===== src/rtl/ex_div_unit.sv =====
// Iterative 32-bit RV32M divide/remainder unit (DIV, DIVU, REM, REMU) for the EX stage.
// Define DIV_FAST_SPECIAL_EN to finish divide-by-zero and signed overflow right after acceptance.
module ex_div_unit (
    input  logic        CLK,
    input  logic        RESET,
    input  logic        START,
    input  logic [4:0]  SELECT,
    input  logic [31:0] DATA1,
    input  logic [31:0] DATA2,
    input  logic        FLUSH,
    output logic        BUSY,
    output logic        DONE,
    output logic [31:0] RESULT
);

    localparam logic [1:0] S_IDLE = 2'd0;
    localparam logic [1:0] S_CALC = 2'd1;
    localparam logic [1:0] S_FIX  = 2'd2;
    localparam logic [1:0] S_DONE = 2'd3;

    logic [1:0]  state_q, state_d;
    logic [4:0]  cnt_q, cnt_d;
    logic [1:0]  op_q, op_d;
    logic [31:0] quo_q, quo_d;
    logic [32:0] rem_q, rem_d;
    logic [32:0] divisor_q, divisor_d;
    logic        neg_quo_q, neg_quo_d;
    logic        neg_rem_q, neg_rem_d;
    logic        dz_q, dz_d;
    logic        ovf_q, ovf_d;
    logic [31:0] res_q, res_d;
    logic        done_q, done_d;
    logic [31:0] result_q, result_d;

    logic        valid_op, in_signed, sign1, sign2, in_dz, in_ovf;
    logic [32:0] ext1, ext2, abs1, abs2;
    logic [33:0] shifted, diff;
    logic [31:0] quo_fix, rem_fix;

    // Magnitudes are formed at 33 bits so that 0x80000000 keeps its true value.
    assign valid_op  = (SELECT[4:2] == 3'b011);
    assign in_signed = ~SELECT[0];
    assign sign1     = in_signed & DATA1[31];
    assign sign2     = in_signed & DATA2[31];
    assign ext1      = {sign1, DATA1};
    assign ext2      = {sign2, DATA2};
    assign abs1      = sign1 ? (33'd0 - ext1) : ext1;
    assign abs2      = sign2 ? (33'd0 - ext2) : ext2;
    assign in_dz     = (DATA2 == 32'd0);
    assign in_ovf    = in_signed && (DATA1 == 32'h8000_0000) && (DATA2 == 32'hFFFF_FFFF);

    // One restoring step: {rem,quo} shifts left and the divisor is trial-subtracted.
    assign shifted = {rem_q, quo_q[31]};
    assign diff    = shifted - {1'b0, divisor_q};
    assign quo_fix = neg_quo_q ? (32'd0 - quo_q) : quo_q;
    assign rem_fix = neg_rem_q ? (32'd0 - rem_q[31:0]) : rem_q[31:0];

    always_comb begin
        state_d   = state_q;
        cnt_d     = cnt_q;
        op_d      = op_q;
        quo_d     = quo_q;
        rem_d     = rem_q;
        divisor_d = divisor_q;
        neg_quo_d = neg_quo_q;
        neg_rem_d = neg_rem_q;
        dz_d      = dz_q;
        ovf_d     = ovf_q;
        res_d     = res_q;
        done_d    = 1'b0;
        result_d  = result_q;

        case (state_q)
            S_IDLE: begin
                if (START && valid_op) begin
                    op_d      = SELECT[1:0];
                    quo_d     = abs1[31:0];
                    rem_d     = {32'd0, abs1[32]};
                    divisor_d = abs2;
                    neg_quo_d = (sign1 ^ sign2) & ~in_dz;
                    neg_rem_d = sign1;
                    dz_d      = in_dz;
                    ovf_d     = in_ovf;
                    cnt_d     = 5'd31;
                    state_d   = S_CALC;
`ifdef DIV_FAST_SPECIAL_EN
                    if (in_dz || in_ovf) begin
                        state_d = S_DONE;
                        if (SELECT[1])
                            res_d = in_dz ? DATA1 : 32'd0;
                        else
                            res_d = in_dz ? 32'hFFFF_FFFF : 32'h8000_0000;
                    end
`endif
                end
            end
            S_CALC: begin
                quo_d = {quo_q[30:0], ~diff[33]};
                rem_d = diff[33] ? shifted[32:0] : diff[32:0];
                cnt_d = cnt_q - 5'd1;
                if (cnt_q == 5'd0)
                    state_d = S_FIX;
            end
            S_FIX: begin
                if (op_q[1])
                    res_d = ovf_q ? 32'd0 : rem_fix;
                else if (dz_q)
                    res_d = 32'hFFFF_FFFF;
                else if (ovf_q)
                    res_d = 32'h8000_0000;
                else
                    res_d = quo_fix;
                state_d = S_DONE;
            end
            default: begin
                done_d   = 1'b1;
                result_d = res_q;
                state_d  = S_IDLE;
            end
        endcase

        // A flush abandons whatever is in flight, including a result about to be published.
        if (FLUSH) begin
            state_d  = S_IDLE;
            done_d   = 1'b0;
            result_d = result_q;
        end
    end

    always_ff @(posedge CLK) begin
        if (RESET) begin
            state_q   <= S_IDLE;
            cnt_q     <= 5'd0;
            op_q      <= 2'd0;
            quo_q     <= 32'd0;
            rem_q     <= 33'd0;
            divisor_q <= 33'd0;
            neg_quo_q <= 1'b0;
            neg_rem_q <= 1'b0;
            dz_q      <= 1'b0;
            ovf_q     <= 1'b0;
            res_q     <= 32'd0;
            done_q    <= 1'b0;
            result_q  <= 32'd0;
        end else begin
            state_q   <= state_d;
            cnt_q     <= cnt_d;
            op_q      <= op_d;
            quo_q     <= quo_d;
            rem_q     <= rem_d;
            divisor_q <= divisor_d;
            neg_quo_q <= neg_quo_d;
            neg_rem_q <= neg_rem_d;
            dz_q      <= dz_d;
            ovf_q     <= ovf_d;
            res_q     <= res_d;
            done_q    <= done_d;
            result_q  <= result_d;
        end
    end

    assign BUSY   = (state_q != S_IDLE);
    assign DONE   = done_q;
    assign RESULT = result_q;

endmodule

===== config.mk =====
export PLATFORM = sky130hd
export DESIGN_NAME = ex_div_unit
export DESIGN_NICKNAME = d
export VERILOG_FILES = /design/src/rtl/ex_div_unit.sv
export SDC_FILE = /design/constraint.sdc
export NUM_CORES = 1
export LEC_CHECK = 0
export BUFFER_PORTS_ARGS = -buffer_cell sky130_fd_sc_hd__buf_4
export CORE_MARGIN = 5
export CORE_UTILIZATION = 50
export CTS_CLUSTER_SIZE = 30
export DETAILED_ROUTE_END_ITERATION = 8
export PLACE_DENSITY_LB_ADDON = 0.1
export SETUP_SLACK_MARGIN = 0.1
export SYNTH_ARGS = -nofsm -noshare
export SYNTH_HDL_FRONTEND = slang
export SYNTH_SLANG_ARGS = --single-unit

===== constraint.sdc =====
create_clock -name CLK -period 4.45 [get_ports CLK]
set_input_delay 1.335 -clock CLK [delete_from_list [all_inputs] [get_ports CLK]]
set_output_delay 1.335 -clock CLK [all_outputs]
set_load 0.03 [all_outputs]

==> results of run 1 <==
[Yosys cell counts, drive strengths merged, types with 7 or more instances]
| cell type | number |
|---|---|
| a211oi | 41 |
| a21o | 13 |
| a21oi | 156 |
| a311oi | 9 |
| a31oi | 9 |
| a32oi | 7 |
| and2 | 7 |
| buf | 8 |
| clkbuf | 81 |
| dfxtp | 175 |
| ha | 45 |
| inv | 65 |
| mux2i | 31 |
| nand2 | 255 |
| nand2b | 14 |
| nand3 | 25 |
| nand4 | 15 |
| nor2 | 128 |
| nor2b | 7 |
| nor3 | 42 |
| nor4 | 13 |
| o211ai | 10 |
| o21ai | 126 |
| o31ai | 37 |
| o41ai | 18 |
| or3 | 7 |
| or4 | 18 |
| xnor2 | 64 |
| xor2 | 82 |
[flip-flops by register name, indices dropped and copies added (netlist names), 2 cells and up]
register	count
cnt_q	5
rem_q	33
RESULT	32
state_q	2
quo_q	32
res_q	32
divisor_q	33
[logic make-up (layout without fill, tap and decap cells)]
| group | after synthesis | count (layout) | share of synthesized area, % |
|---|---|---|---|
| buf+inv | 154 | 222 | 5.035 |
| fa+ha+maj | 46 | 46 | 5.057 |
| flops | 175 | 175 | 30.39 |
| compound gates | 450 | 450 | 23.80 |
| mux | 33 | 33 | 2.887 |
| xor+xnor | 146 | 146 | 11.09 |
| simple gates | 554 | 554 | 21.75 |
[critical path: stages]
cell	delay (ns)
buf_4	0.12
or4_4	0.53
nor2_2	0.17
nand3_1	0.14
or4_4	0.44
nand2b_4	0.17
or4_4	0.55
o41ai_2	0.24
xor2_1	0.10
a211oi_1	0.25
[layout make-up]
type | instances | area [sq um] | share of cell area (%)
inverter | 65 | 244.0 | 1.856
sequential | 175 | 3503 | 26.65
timing repair buffer | 125 | 950.9 | 7.233
tap | 285 | 356.6 | 2.712
clock buffer | 17 | 425.4 | 3.236
clock inverter | 15 | 209.0 | 1.589
multi-input combinational | 1229 | 7458 | 56.73
[layer usage]
metal | GRT usage (%) | wire length (microns)
met1 | 35.42 | 15880
met2 | 36.76 | 13790
met3 | 3.806 | 1494
met4 | 5.613 | 569
met5 | 0 | 0
[worst min path at each step]
| stage | from | to | cells after the start |
|---|---|---|---|
| 2_1_floorplan | divisor_q[32] | divisor_q[32] | 2 |
| 3_3_place_gp | res_q[0] | RESULT[0] | 2 |
| 3_5_place_dp | res_q[10] | RESULT[10] | 2 |
| 4_1_cts | res_q[7] | RESULT[7] | 2 |
| 5_1_grt | res_q[19] | RESULT[19] | 2 |
| 6_report | res_q[10] | RESULT[10] | 2 |
[power groups by stage]
stage | combinational [mW] | clock [mW] | sequential [mW]
floorplan | 0.434 | 0 | 1.63
global placement | 0.623 | 0 | 1.64
detailed placement | 0.626 | 0 | 1.64
CTS | 0.629 | 1.59 | 1.61
global route | 0.699 | 1.67 | 1.61
finish | 0.633 | 1.57 | 1.61
==> results.json, run 1 <==
{
  "port_buffers": 106,
  "power.total_mw": 3.811,
  "syn_to_final_growth_pct": 14.03,
  "outcome": "completed",
  "seqPwrFrac_pct": 42.2,
  "tritoncts": "yes",
  "synth-seq-area-share_pct": 30.39,
  "final_cell_mix": "nand2_1 (255), dfxtp_1 (175), a21oi_1 (155)",
  "antennaDiodeCount": 0,
  "grt_max_degree": 114,
  "worst_slew_pin_slew_ns": 1.025,
  "grt_pass1_vias": 10200,
  "clkPwrFrac_pct": 41.2,
  "combPwrFrac_pct": 16.6,
  "die-area_sq_mm": 0.02620,
  "ys_types": 62,
  "grt_first_pass_wirelength_mm": 52.02,
  "synth_edf_count": 0,
  "drc_errors": 0,
  "yosysWarnings": 0,
  "hold_violations": 0,
  "place_inst": 1879,
  "track_usage_pct": 23.96,
  "r2r_start": "rem_q[3]",
  "setup.worst_path.end": "divisor_q[28]",
  "total_leakage_power_nw": 5.183,
  "whs_ns": 0.4528,
  "synth_top_area_share_pct": 30.39,
  "die_w_microns": 161.9,
  "drt_first_pass_iters": 5,
  "setup_ws_ns": 0.7490,
  "row_count": 55,
  "power_density_mw_per_mm2": 289.9,
  "timing_worst_setup_path_type": "input pin to flip-flop",
  "mappedNetlistNets": 1677,
  "reg2reg_slack_ns": 0.86,
  "cts_max_level": 4,
  "hpwl_mm": 23.71,
  "finalSetupTns_ns": 0,
  "drive_above_1_share_pct": 11.13,
  "cp-startpoint": "DATA2[5]",
  "mostFrequentLayoutCell": "nand2_1",
  "postSynthCellCount": 1558,
  "cts_resized": 0,
  "finalNetCount": 1732,
  "ys_seq_elements": 175,
  "drtIter0Drc": 832,
  "avgSynthCellArea_sq_um": 7.400,
  "start_util_pct": 50.93,
  "drt.antenna.violating_nets": 0,
  "slew_headroom_pct": 31.55,
  "wl_mm": 31.74,
  "endpoint_kind": "flip-flop",
  "clk_latency_ns": 0.45,
  "dr_total_vias": 10900,
  "yosysTopAreaCell": "dfxtp_1",
  "ios": 107,
  "switching_power_mw": 1.182,
  "wl_per_cell_microns": 16.61,
  "power.internal_mw": 2.629,
  "post-route-cell-area_sq_mm": 0.01315,
  "slew_violations": 0,
  "dpl_cell_area_sq_mm": 0.01251,
  "n_fill_cell": 2191,
  "clk_pin_slew_ns": 0.08,
  "clock-sinks": 175,
  "instances_no_fill": 1911,
  "setup_violations": 0,
  "cp.arrival_ns": 4.06,
  "timing.fmax_ghz": 0.2702,
  "synthFlopType": "dfxtp_1",
  "numCtsBuffers": 17,
  "core-area_sq_mm": 0.02264,
  "via_per_inst": 5.704,
  "post-place-ws_ns": 0.2919,
  "clk_path_buf_depth": 2,
  "rr_worst_depth": 11,
  "cp-start-kind": "input pin",
  "worstPathMaxFanout": 5,
  "synth.cell_area_sq_mm": 0.01153,
  "final_util_pct": 58.07,
  "antenna_found_initial": 0,
  "rsz0062_at_grt": "no",
  "swShare_pct": 31.02,
  "fp.dieH_microns": 161.9,
  "peakVddDrop_mv": 0.2525,
  "cts_setup_buffers": 0,
  "root_buffer": "clkbuf_16",
  "cts_hold_buffers": 0,
  "worstHoldPathType": "flip-flop to flip-flop",
  "cp.required_ns": 4.81,
  "fin_worst_skew_ns": 0.01205,
  "yosys-top-cells-area": "dfxtp_1 (30%), nand2_1 (8.3%), a21oi_1 (6.8%)",
  "reg2reg_to": "rem_q[3]",
  "cap_violations": 0,
  "period_needed_ns": 3.701,
  "globalplace.congestion": 0.9148,
  "grt-ovfl-total": 0,
  "period_share_pct": 83.17,
  "async_flop_share_pct": 0
}
No activity file was read; power rests on OpenSTA's default activity.
==> inputs of run 2 (changes only) <==
--- a/config.mk
+++ b/config.mk
@@ -5,6 +5,7 @@
 export SDC_FILE = /design/constraint.sdc
 export NUM_CORES = 1
 export LEC_CHECK = 0
+export ABC_AREA = 1
 export BUFFER_PORTS_ARGS = -buffer_cell sky130_fd_sc_hd__buf_4
 export CORE_MARGIN = 5
 export CORE_UTILIZATION = 50
==> constraint.sdc (replaced) <==
create_clock -name CLK -period 3.6 [get_ports CLK]
set_input_delay 1.08 -clock CLK [delete_from_list [all_inputs] [get_ports CLK]]
set_output_delay 1.08 -clock CLK [all_outputs]
set_load 0.03 [all_outputs]
==> run 2 against run 1 <==
Net effect: clock skew up 0.0045 ns; register-to-register slack better by 0.13 ns; utilization shrank 1.1 points; critical path type is now flip-flop to output pin; flip-flop and latch count is the same; critical endpoint is now BUSY; sequential share of layout area is 3.9 points lower; non-clock buffer count is 1 higher; area after synthesis rose by 20%; final cell count is 45% higher; clock power increased by 26%; combinational power grew 110%; synthesized cell count increased by 52%.
==> results.json, run 2 <==
{
  "synthXorXnorAreaFrac_pct": 3.049,
  "ys_seq_elements": 175,
  "mostFrequentLayoutCell": "nand2_1",
  "worst_slew_pin_slew_ns": 0.8456,
  "total_leakage_power_nw": 7.300,
  "setup_ws_ns": 0.9720,
  "period_needed_ns": 2.628,
  "synthFlopType": "dfxtp_1",
  "worstHoldPathType": "flip-flop to flip-flop",
  "slew_violations": 0,
  "wl_per_cell_microns": 16.25,
  "grt_pass1_vias": 13720,
  "period_share_pct": 73.00,
  "avgSynthCellArea_sq_um": 5.833,
  "top_regs": "divisor_q (33), rem_q (33)",
  "timing_worst_setup_path_type": "flip-flop to output pin",
  "track_usage_pct": 28.53,
  "root_buffer": "clkbuf_16",
  "place_inst": 2733,
  "synth_top_family_by_area": "simple AND/OR/NAND/NOR gates",
  "drt_first_pass_iters": 6,
  "cp.arrival_ns": 1.55,
  "via_per_inst": 5.551,
  "endpoint_kind": "output pin",
  "core-area_sq_mm": 0.02703,
  "row_count": 60,
  "die_w_microns": 176.1,
  "synth.cell_area_sq_mm": 0.01379,
  "clock-sinks": 175,
  "final_cell_mix": "nand2_1 (576), inv_1 (315), nor2_1 (267)",
  "wl_mm": 44.93,
  "clk_latency_ns": 0.45,
  "post-place-ws_ns": 0.6495,
  "cap_violations": 0,
  "synth_top_area_share_pct": 25.41,
  "clk_pin_slew_ns": 0.07,
  "worstPathMaxFanout": 4,
  "yosys-top-cells-area": "dfxtp_1 (25%), nand2_1 (16%), inv_1 (8.6%)",
  "finalSetupTns_ns": 0,
  "synthAdderAreaFrac_pct": 4.229,
  "start_util_pct": 51.02,
  "grt_max_degree": 71,
  "peakVddDrop_mv": 0.3433,
  "fp.dieH_microns": 176.1,
  "die-area_sq_mm": 0.03100,
  "cp-startpoint": "state_q[0]",
  "tritoncts": "yes",
  "synth_compound_area_share_pct": 18.05,
  "r2r_start": "divisor_q[5]",
  "mappedNetlistNets": 2483,
  "grt_first_pass_wirelength_mm": 72.08,
  "hold_violations": 0,
  "cts_setup_buffers": 0,
  "dr_total_vias": 15350,
  "cpMaxStageDelayCell": "dfxtp_1",
  "cp.required_ns": 2.52,
  "postSynthCellCount": 2364,
  "power_density_mw_per_mm2": 347.9,
  "yosys.area_share.simple_pct": 37.34,
  "holdCritStartpoint": "cnt_q[0]",
  "synth_common_cells": "nand2_1 (576), inv_1 (316), nor2_1 (269)",
  "worst_path_most_repeated_cell": "inv_1",
  "instances_no_fill": 2765,
  "synth_edf_count": 0,
  "timing.fmax_ghz": 0.3805,
  "setup_violations": 0,
  "outcome": "completed",
  "finalNetCount": 2530,
  "fin_worst_skew_ns": 0.01660,
  "numCtsBuffers": 17,
  "drt.antenna.violating_nets": 0,
  "slowest_delay_ns": 0.39,
  "cts_resized": 0,
  "cp-start-kind": "flip-flop",
  "yosysWarnings": 0,
  "antennaDiodeCount": 0,
  "drc_errors": 0,
  "ys_types": 43,
  "clk_path_buf_depth": 2,
  "yosysMostFrequentCell": "nand2_1",
  "slew_headroom_pct": 43.56,
  "cts_hold_buffers": 0,
  "yosysTopAreaCell": "dfxtp_1",
  "rsz0062_at_grt": "no",
  "drive_above_1_share_pct": 8.292,
  "n_fill_cell": 2826,
  "async_flop_share_pct": 0,
  "hpwl_mm": 34.99,
  "antenna_found_initial": 0,
  "drtIter0Drc": 1637,
  "ios": 107,
  "globalplace.congestion": 1.005,
  "cp_cell_sequence": "inv_1, ha_1, inv_1, buf_4",
  "syn_to_final_growth_pct": 11.64,
  "synth_mux_area_share_pct": 0,
  "cts_max_level": 4,
  "synth-seq-area-share_pct": 25.41,
  "port_buffers": 106,
  "grt-ovfl-total": 0
}
-- run 2: worst max-delay path, delay by kind of cell, from the launching register on --
| kind | cells | cell delay [ns] |
|---|---|---|
| adders and majority gates | 1 | 0.27 |
| DFF | 1 | 0.39 |
| buffers and inverters | 3 | 0.45 |
-- run 2: report_power, final --
group | total [mW] | leakage, nW | internal, mW | switching [mW]
clock network | 1.98 | 0.305 | 0.974 | 1.00
logic | 1.36 | 5.58 | 0.446 | 0.909
registers | 2.02 | 1.41 | 1.98 | 0.0391
total | 5.36 | 7.30 | 3.40 | 1.95
-- run 2: cells by family after synthesis --
kind of cell | count (synthesis)
buf+inv | 422
simple gates | 1200
compound gates | 473
flops | 175
fa+ha+maj | 46
xor+xnor | 48
-- run 2: final cells by class --
| class | count | area, sq um | area share, % |
|---|---|---|---|
| inverter | 324 | 1216 | 7.901 |
| clock inverter | 15 | 214.0 | 1.390 |
| multi-input combinational | 1767 | 8650 | 56.19 |
| sequential | 175 | 3503 | 22.76 |
| tap | 341 | 426.7 | 2.772 |
| clock buffer | 17 | 425.4 | 2.764 |
| timing repair buffer | 126 | 958.4 | 6.226 |
-- run 2: final timing paths --
check                                end  slack (ns)  depth (start not counted)
worst max-delay path                BUSY        0.97                          4
worst min-delay path            cnt_q[0]        0.46                          1
worst max register to register  rem_q[4]        0.99                         14
worst min register to register  cnt_q[0]        0.46                          1
-- run 2: through the flow --
step	utilization (%)	area (sq um)	total power, mW	hold WS (ns)
final	56.96	15390	5.356	0.4553
after global routing	56.96	15390	5.647	0.4687
after CTS	56.96	15390	5.365	0.4511
after detailed placement	54.59	14750	3.396	0.4418
after global placement	54.59	14750	3.387	0.4383
after floorplan	-	13790	3.011	0.4223
-- run 2: per-layer routing --
| metal | GRT usage [%] | part of all wire [%] |
|---|---|---|
| met5 | 0 | 0 |
| met3 | 3.512 | 6.6 |
| met2 | 42.97 | 43 |
| met1 | 42.44 | 48 |
| met4 | 8.804 | 2.9 |
